## config.mk

```make
export PLATFORM = sky130hd
export DESIGN_NAME = alu_seq_flat
export DESIGN_NICKNAME = d
export VERILOG_FILES = /design/src/rtl/alu_seq_if.sv /design/src/rtl/alu_seq.sv /design/src/flat_wrapper.sv
export SDC_FILE = /design/constraint.sdc
export NUM_CORES = 1
export LEC_CHECK = 0
export ABC_AREA = 1
export CORE_MARGIN = 2
export CORE_UTILIZATION = 51
export DETAILED_ROUTE_END_ITERATION = 12
export DONT_BUFFER_PORTS = 1
export PLACE_DENSITY_LB_ADDON = 0.3
export SETUP_SLACK_MARGIN = 0.2
export SYNTH_ARGS = -nofsm -noshare
export SYNTH_HDL_FRONTEND = slang
export SYNTH_SLANG_ARGS = --single-unit
```

## constraint.sdc

```tcl
create_clock -name clk -period 7.4 [get_ports clk]
set_input_delay 1.85 -clock clk [delete_from_list [all_inputs] [get_ports clk]]
set_output_delay 1.85 -clock clk [all_outputs]
set_load 0.01 [all_outputs]
```

## src/rtl/alu_seq_if.sv

```systemverilog
//------------------------------------------------------------------------------
// alu_seq_if : request/response bundle between an ALU_SEQ master and the ALU.
// Revision   : 1.0
//------------------------------------------------------------------------------
`default_nettype none

interface alu_seq_if #(
    parameter int WIDTH = 16
) ();
    logic             start;
    logic [3:0]       mode;
    logic [WIDTH-1:0] a;
    logic [WIDTH-1:0] b;
    logic             busy;
    logic             done;
    logic [WIDTH-1:0] result;
    logic             zero;
    logic             carry;
    logic             ovf;

    modport master (
        output start, mode, a, b,
        input  busy, done, result, zero, carry, ovf
    );

    modport slave (
        input  start, mode, a, b,
        output busy, done, result, zero, carry, ovf
    );
endinterface

`default_nettype wire

```

## src/rtl/alu_seq.sv

```systemverilog
//------------------------------------------------------------------------------
// alu_seq : multi-cycle ALU; single-cycle logic/arith, serial shifts and an
//           optional shift-add multiplier enabled by macro ALU_SEQ_MUL_EN.
// Revision: 1.0
//------------------------------------------------------------------------------
`default_nettype none

module alu_seq #(
    parameter int WIDTH = 16,
    parameter int SHW   = $clog2(WIDTH)
) (
    input  wire logic  clk,
    input  wire logic  reset,
    alu_seq_if.slave   bus
);

    localparam logic [3:0] c_add = 4'd0;
    localparam logic [3:0] c_sub = 4'd1;
    localparam logic [3:0] c_and = 4'd2;
    localparam logic [3:0] c_or  = 4'd3;
    localparam logic [3:0] c_xor = 4'd4;
    localparam logic [3:0] c_slt = 4'd5;
    localparam logic [3:0] c_sll = 4'd6;
    localparam logic [3:0] c_srl = 4'd7;
    localparam logic [3:0] c_sra = 4'd8;
`ifdef ALU_SEQ_MUL_EN
    localparam logic [3:0] c_mul = 4'd9;
    localparam int         c_cw  = $clog2(WIDTH + 1);
`endif

    typedef enum logic [1:0] {
        IDLE  = 2'd0,
        SHIFT = 2'd1,
        MUL   = 2'd2,
        DONE  = 2'd3
    } state_t;

    state_t           r_state;
    state_t           w_state_nxt;

    logic [WIDTH-1:0] r_a;
    logic [3:0]       r_mode;
    logic [SHW-1:0]   r_cnt;
    logic [WIDTH-1:0] r_result;
    logic             r_zero;
    logic             r_carry;
    logic             r_ovf;

`ifdef ALU_SEQ_MUL_EN
    logic [2*WIDTH-1:0] r_acc;
    logic [2*WIDTH-1:0] r_mcand;
    logic [WIDTH-1:0]   r_mplr;
    logic [c_cw-1:0]    r_mcnt;
    logic [2*WIDTH-1:0] w_acc_nxt;
`endif

    logic             w_sub_like;
    logic [WIDTH-1:0] w_bop;
    logic [WIDTH:0]   w_sum_full;
    logic [WIDTH-1:0] w_sum;
    logic             w_add_ovf;
    logic             w_is_addsub;
    logic             w_is_shift;
    logic [SHW-1:0]   w_shamt;
    logic [WIDTH-1:0] w_alu_res;
    logic [WIDTH-1:0] w_shift_nxt;
    logic             w_load;
    logic [WIDTH-1:0] w_res_nxt;
    logic             w_carry_nxt;
    logic             w_ovf_nxt;

    // Shared adder: SUB and SLT use a + ~b + 1
    assign w_sub_like  = (bus.mode == c_sub) || (bus.mode == c_slt);
    assign w_bop       = w_sub_like ? ~bus.b : bus.b;
    assign w_sum_full  = {1'b0, bus.a} + {1'b0, w_bop} + {{WIDTH{1'b0}}, w_sub_like};
    assign w_sum       = w_sum_full[WIDTH-1:0];
    assign w_add_ovf   = (bus.a[WIDTH-1] == w_bop[WIDTH-1]) && (w_sum[WIDTH-1] != bus.a[WIDTH-1]);
    assign w_is_addsub = (bus.mode == c_add) || (bus.mode == c_sub);
    assign w_is_shift  = (bus.mode == c_sll) || (bus.mode == c_srl) || (bus.mode == c_sra);
    assign w_shamt     = bus.b[SHW-1:0];

    always_comb begin
        w_alu_res = '0;
        case (bus.mode)
            c_add, c_sub: w_alu_res = w_sum;
            c_and:        w_alu_res = bus.a & bus.b;
            c_or:         w_alu_res = bus.a | bus.b;
            c_xor:        w_alu_res = bus.a ^ bus.b;
            c_slt:        w_alu_res = {{(WIDTH-1){1'b0}}, w_sum[WIDTH-1] ^ w_add_ovf};
            default:      w_alu_res = '0;
        endcase
    end

    always_comb begin
        w_shift_nxt = r_a;
        case (r_mode)
            c_sll:   w_shift_nxt = {r_a[WIDTH-2:0], 1'b0};
            c_srl:   w_shift_nxt = {1'b0, r_a[WIDTH-1:1]};
            c_sra:   w_shift_nxt = {r_a[WIDTH-1], r_a[WIDTH-1:1]};
            default: w_shift_nxt = r_a;
        endcase
    end

`ifdef ALU_SEQ_MUL_EN
    assign w_acc_nxt = r_acc + (r_mplr[0] ? r_mcand : '0);
`endif

    always_ff @(posedge clk) begin
        if (reset) begin
            r_state <= IDLE;
        end else begin
            r_state <= w_state_nxt;
        end
    end

    always_comb begin
        w_state_nxt = r_state;
        w_load      = 1'b0;
        w_res_nxt   = '0;
        w_carry_nxt = 1'b0;
        w_ovf_nxt   = 1'b0;
        case (r_state)
            IDLE: begin
                if (bus.start) begin
                    if (w_is_shift && (w_shamt != '0)) begin
                        w_state_nxt = SHIFT;
                    end
`ifdef ALU_SEQ_MUL_EN
                    else if (bus.mode == c_mul) begin
                        w_state_nxt = MUL;
                    end
`endif
                    else begin
                        // Single-cycle ops, zero-length shifts and reserved modes
                        w_state_nxt = DONE;
                        w_load      = 1'b1;
                        w_res_nxt   = w_is_shift ? bus.a : w_alu_res;
                        w_carry_nxt = w_is_addsub & w_sum_full[WIDTH];
                        w_ovf_nxt   = w_is_addsub & w_add_ovf;
                    end
                end
            end
            SHIFT: begin
                if (r_cnt == SHW'(1)) begin
                    w_state_nxt = DONE;
                    w_load      = 1'b1;
                    w_res_nxt   = w_shift_nxt;
                end
            end
`ifdef ALU_SEQ_MUL_EN
            MUL: begin
                if (r_mcnt == c_cw'(1)) begin
                    w_state_nxt = DONE;
                    w_load      = 1'b1;
                    w_res_nxt   = w_acc_nxt[WIDTH-1:0];
                    w_ovf_nxt   = |w_acc_nxt[2*WIDTH-1:WIDTH];
                end
            end
`endif
            DONE:    w_state_nxt = IDLE;
            default: w_state_nxt = IDLE;
        endcase
    end

    always_ff @(posedge clk) begin
        if (reset) begin
            r_a      <= '0;
            r_mode   <= '0;
            r_cnt    <= '0;
            r_result <= '0;
            r_zero   <= 1'b1;
            r_carry  <= 1'b0;
            r_ovf    <= 1'b0;
`ifdef ALU_SEQ_MUL_EN
            r_acc    <= '0;
            r_mcand  <= '0;
            r_mplr   <= '0;
            r_mcnt   <= '0;
`endif
        end else begin
            case (r_state)
                IDLE: begin
                    if (bus.start) begin
                        r_a    <= bus.a;
                        r_mode <= bus.mode;
                        r_cnt  <= w_shamt;
`ifdef ALU_SEQ_MUL_EN
                        r_acc   <= '0;
                        r_mcand <= {{WIDTH{1'b0}}, bus.a};
                        r_mplr  <= bus.b;
                        r_mcnt  <= c_cw'(WIDTH);
`endif
                    end
                end
                SHIFT: begin
                    r_a   <= w_shift_nxt;
                    r_cnt <= r_cnt - SHW'(1);
                end
`ifdef ALU_SEQ_MUL_EN
                MUL: begin
                    r_acc   <= w_acc_nxt;
                    r_mcand <= {r_mcand[2*WIDTH-2:0], 1'b0};
                    r_mplr  <= {1'b0, r_mplr[WIDTH-1:1]};
                    r_mcnt  <= r_mcnt - c_cw'(1);
                end
`endif
                default: ;
            endcase
            if (w_load) begin
                r_result <= w_res_nxt;
                r_zero   <= ~|w_res_nxt;
                r_carry  <= w_carry_nxt;
                r_ovf    <= w_ovf_nxt;
            end
        end
    end

    assign bus.busy   = (r_state != IDLE);
    assign bus.done   = (r_state == DONE);
    assign bus.result = r_result;
    assign bus.zero   = r_zero;
    assign bus.carry  = r_carry;
    assign bus.ovf    = r_ovf;

endmodule

`default_nettype wire

```

## src/flat_wrapper.sv

```systemverilog
// flat-port wrapper written by rule: the top's interface ports become plain ports
module alu_seq_flat 
#(
    parameter int WIDTH = 16,
    parameter int SHW   = $clog2(WIDTH)
)
  (clk, reset, bus_start, bus_mode, bus_a, bus_b, bus_busy, bus_done, bus_result, bus_zero, bus_carry, bus_ovf);
  alu_seq_if #(.WIDTH(WIDTH)) bus_i ();
  input  wire logic clk;
  input  wire logic reset;
  input wire logic [$bits(bus_i.start)-1:0] bus_start;
  input wire logic [$bits(bus_i.mode)-1:0] bus_mode;
  input wire logic [$bits(bus_i.a)-1:0] bus_a;
  input wire logic [$bits(bus_i.b)-1:0] bus_b;
  output wire logic [$bits(bus_i.busy)-1:0] bus_busy;
  output wire logic [$bits(bus_i.done)-1:0] bus_done;
  output wire logic [$bits(bus_i.result)-1:0] bus_result;
  output wire logic [$bits(bus_i.zero)-1:0] bus_zero;
  output wire logic [$bits(bus_i.carry)-1:0] bus_carry;
  output wire logic [$bits(bus_i.ovf)-1:0] bus_ovf;
  assign bus_i.start = bus_start;
  assign bus_i.mode = bus_mode;
  assign bus_i.a = bus_a;
  assign bus_i.b = bus_b;
  assign bus_busy = bus_i.busy;
  assign bus_done = bus_i.done;
  assign bus_result = bus_i.result;
  assign bus_zero = bus_i.zero;
  assign bus_carry = bus_i.carry;
  assign bus_ovf = bus_i.ovf;
  alu_seq #(.WIDTH(WIDTH), .SHW(SHW)) u_core (.clk(clk), .reset(reset), .bus(bus_i));
endmodule
```

==> flow_summary.ini <==
[outcome]
outcome = finished, final reports clean

[worst_setup_path]
worstSetupEndpointType = register
arrival_ns = 4.54
r2r_cells = 6
worstPathRequired_ns = 7.65
crit_path_start_kind = input pin
r2r_start = u_core.r_state[1]
cp_max_fo = 16
startpoint = bus_mode[3]
worstSetupPathType = in2reg

[timing]
finalClockSkew_ns = 0.00248
setup_viol = 0
slew_headroom_pct = 36.9
worst_pin_slew_ns = 0.943
finalHoldViolations = 0
tns_ns = 0
fin_crit_sh_pct = 58.0
layout_setup_ws_ns = 3.10
fmax_mhz = 233
rsz0062_at_grt = false
period_needed_ns = 4.30
slew_violations = 0

[synthesis]
synthTopCellsByArea = dfxtp_1, ha_1, nand2_1, inv_1, nand3_1
synthesis.nets = 843
synth_top_area_share_pct = 18.8
synth_cell_type_count = 46
ys.flop_type = dfxtp_1
synth_edf_count = 0
ys_warn_count = 0
yosysSeqAreaShare_pct = 18.8
syn_avg_cell_area_um2 = 6.37
syn_inst = 752
synth_top_cell_by_area = dfxtp_1
synth-async-reset-ratio_pct = 0
ys_ff_latch = 45
netlist_area_mm2 = 0.00479

[clock_network]
cts_hold_buffers = 0
cts_tree = done
clockBufferDepth = 2
postCtsResizedCells = 0
path_clk_slew_ns = 0.08
root_buffer = clkbuf_8
cts_setup_buffers = 0
cts_buffers = 5
cts.htree.levels = 2
cts.sinks = 45
clk_latency_ns = 0.30

[global_routing]
grtUsageTotal_pct = 28.7
antenna_found_initial = 0
grt_pass1_wl_mm = 23.3
grt_start_max_net_pins = 26
first_global_vias = 4852
grt.overflow.total = 0

[placed_design]
place.gp.congestion = 0.935
place_ws_ns = 2.87
io_buffers = 0
dp.final_hpwl_mm = 11.2

[drt]
drt_pass1_iterations = 5
routedWlPerCell_um = 16.6
antenna_left = 0
vias = 4913
wirelength_mm = 14.1
drt_iter0_drc = 308
drc = 0
viasPerCell = 5.78

[finish]
layout.nets = 829
areaGrowthSynthToFinish_pct = 2.06
final_common_cell = nand2_1
layout-drive-gt1-share_pct = 8.93
n_antenna_cell = 0
final_cell_mix = nand2_1, inv_1, nand3_1

[floorplan]
pin_count = 60
die_y_um = 101
num_rows = 35
dieArea_mm2 = 0.0102
die_w_um = 101
coreArea_mm2 = 0.00920
initial_core_util_pct = 52.1

[min_path]
hold_depth = 2
hold_path.class = reg2reg
hold_start = u_core.r_cnt[3]

[power_and_ir_drop]
p_leak_nw = 2.57
vdd_ir_drop_max_mv = 0.0901
power_density_mw_per_mm2 = 154

[flow_run]
max_cap_viol_count = 0
-- path summary, 6_finish.rpt --
kind,endpoint,slack (ns)
worst max register to register,u_core.r_a[6],4.36
worst min-delay path,u_core.r_cnt[3],0.49
worst max-delay path,u_core.bus.zero,3.10
worst min register to register,u_core.r_cnt[3],0.49
-- cell families after synthesis --
family	share of synthesized area, %
compound gates	17.3
simple gates	34.2
xor+xnor	3.11
flops	18.8
fa+ha+maj	13.7
buf+inv	12.9
-- where the power goes --
| part | total (W) | switching, W | internal, W | leakage [nW] |
|---|---|---|---|---|
| registers | 0.000293 | 0.0000258 | 0.000268 | 0.370 |
| logic | 0.000310 | 0.000203 | 0.000107 | 2.16 |
| clock network | 0.000151 | 0.0000852 | 0.0000656 | 0.0450 |
-- critical path, cell delays in order --
cell and delay, ns:
inv_1 0.12, nand3_4 0.30, xor2_1 0.25, ha_1 0.40, nand2_1 0.15, inv_1 0.10, nand2_1 0.05, nand2_1 0.11
inv_1 0.08, nand2_2 0.12, nand2_2 0.07, nand2_2 0.08, nand2_2 0.08, nand2_2 0.08, nand2_1 0.07, nand2_1 0.10
nand3_2 0.07, nand2_2 0.11, nand3_1 0.09, nor3_2 0.11, nand2_1 0.07, nand2_1 0.06
-- metal layers --
metal,wire length (µm),GRT usage (%)
met1,6200,37.6
met2,6500,49.1
met3,1070,4.79
met4,359,7.07
met5,0,0
-- stage by stage --
step	utilization [%]	cell area [µm²]	instances	hold slack, ns	power (W)
floorplan	-	4790	752	0.461	0.000539
global placement	52.3	4810	842	0.466	0.000597
detailed placement	52.3	4810	842	0.478	0.000603
CTS	53.2	4890	850	0.491	0.000752
global route	53.2	4890	850	0.519	0.000812
finish	53.2	4890	850	0.494	0.000755
-- state kept, by name, indices dropped and copies added (netlist names) --
register,count
u_core.bus.carry,1
u_core.r_cnt,4
u_core.r_state,2
u_core.bus.ovf,1
u_core.r_mode,4
u_core.bus.zero,1
u_core.r_a,16
u_core.bus.result,16
-- cells in the mapped netlist, types with 4 or more instances --
cell type	n
nand2_4	4
nand3_1	64
buf_2	5
nand2_1	169
a221oi_1	14
xor2_1	16
dfxtp_1	45
o21ai_0	24
nand3b_1	5
clkbuf_1	8
inv_1	119
nand4_1	6
nand3_2	4
nor3_1	7
ha_1	51
buf_6	4
o221a_2	8
a21oi_1	63
nor2_2	5
nor2_1	61
o21ai_1	4
o211ai_1	4
inv_2	11
or2_2	5
nand2_2	13
o221ai_1	4
-- layout make-up --
class	instances	area (µm²)
Multi-Input combinational cell	554	3270
Sequential cell	45	901
Inverter	132	495
Tap cell	111	139
Clock buffer	6	72.6
Clock inverter	2	10.0
Fill cell	959	4310
(Power assumes the default switching activity.)
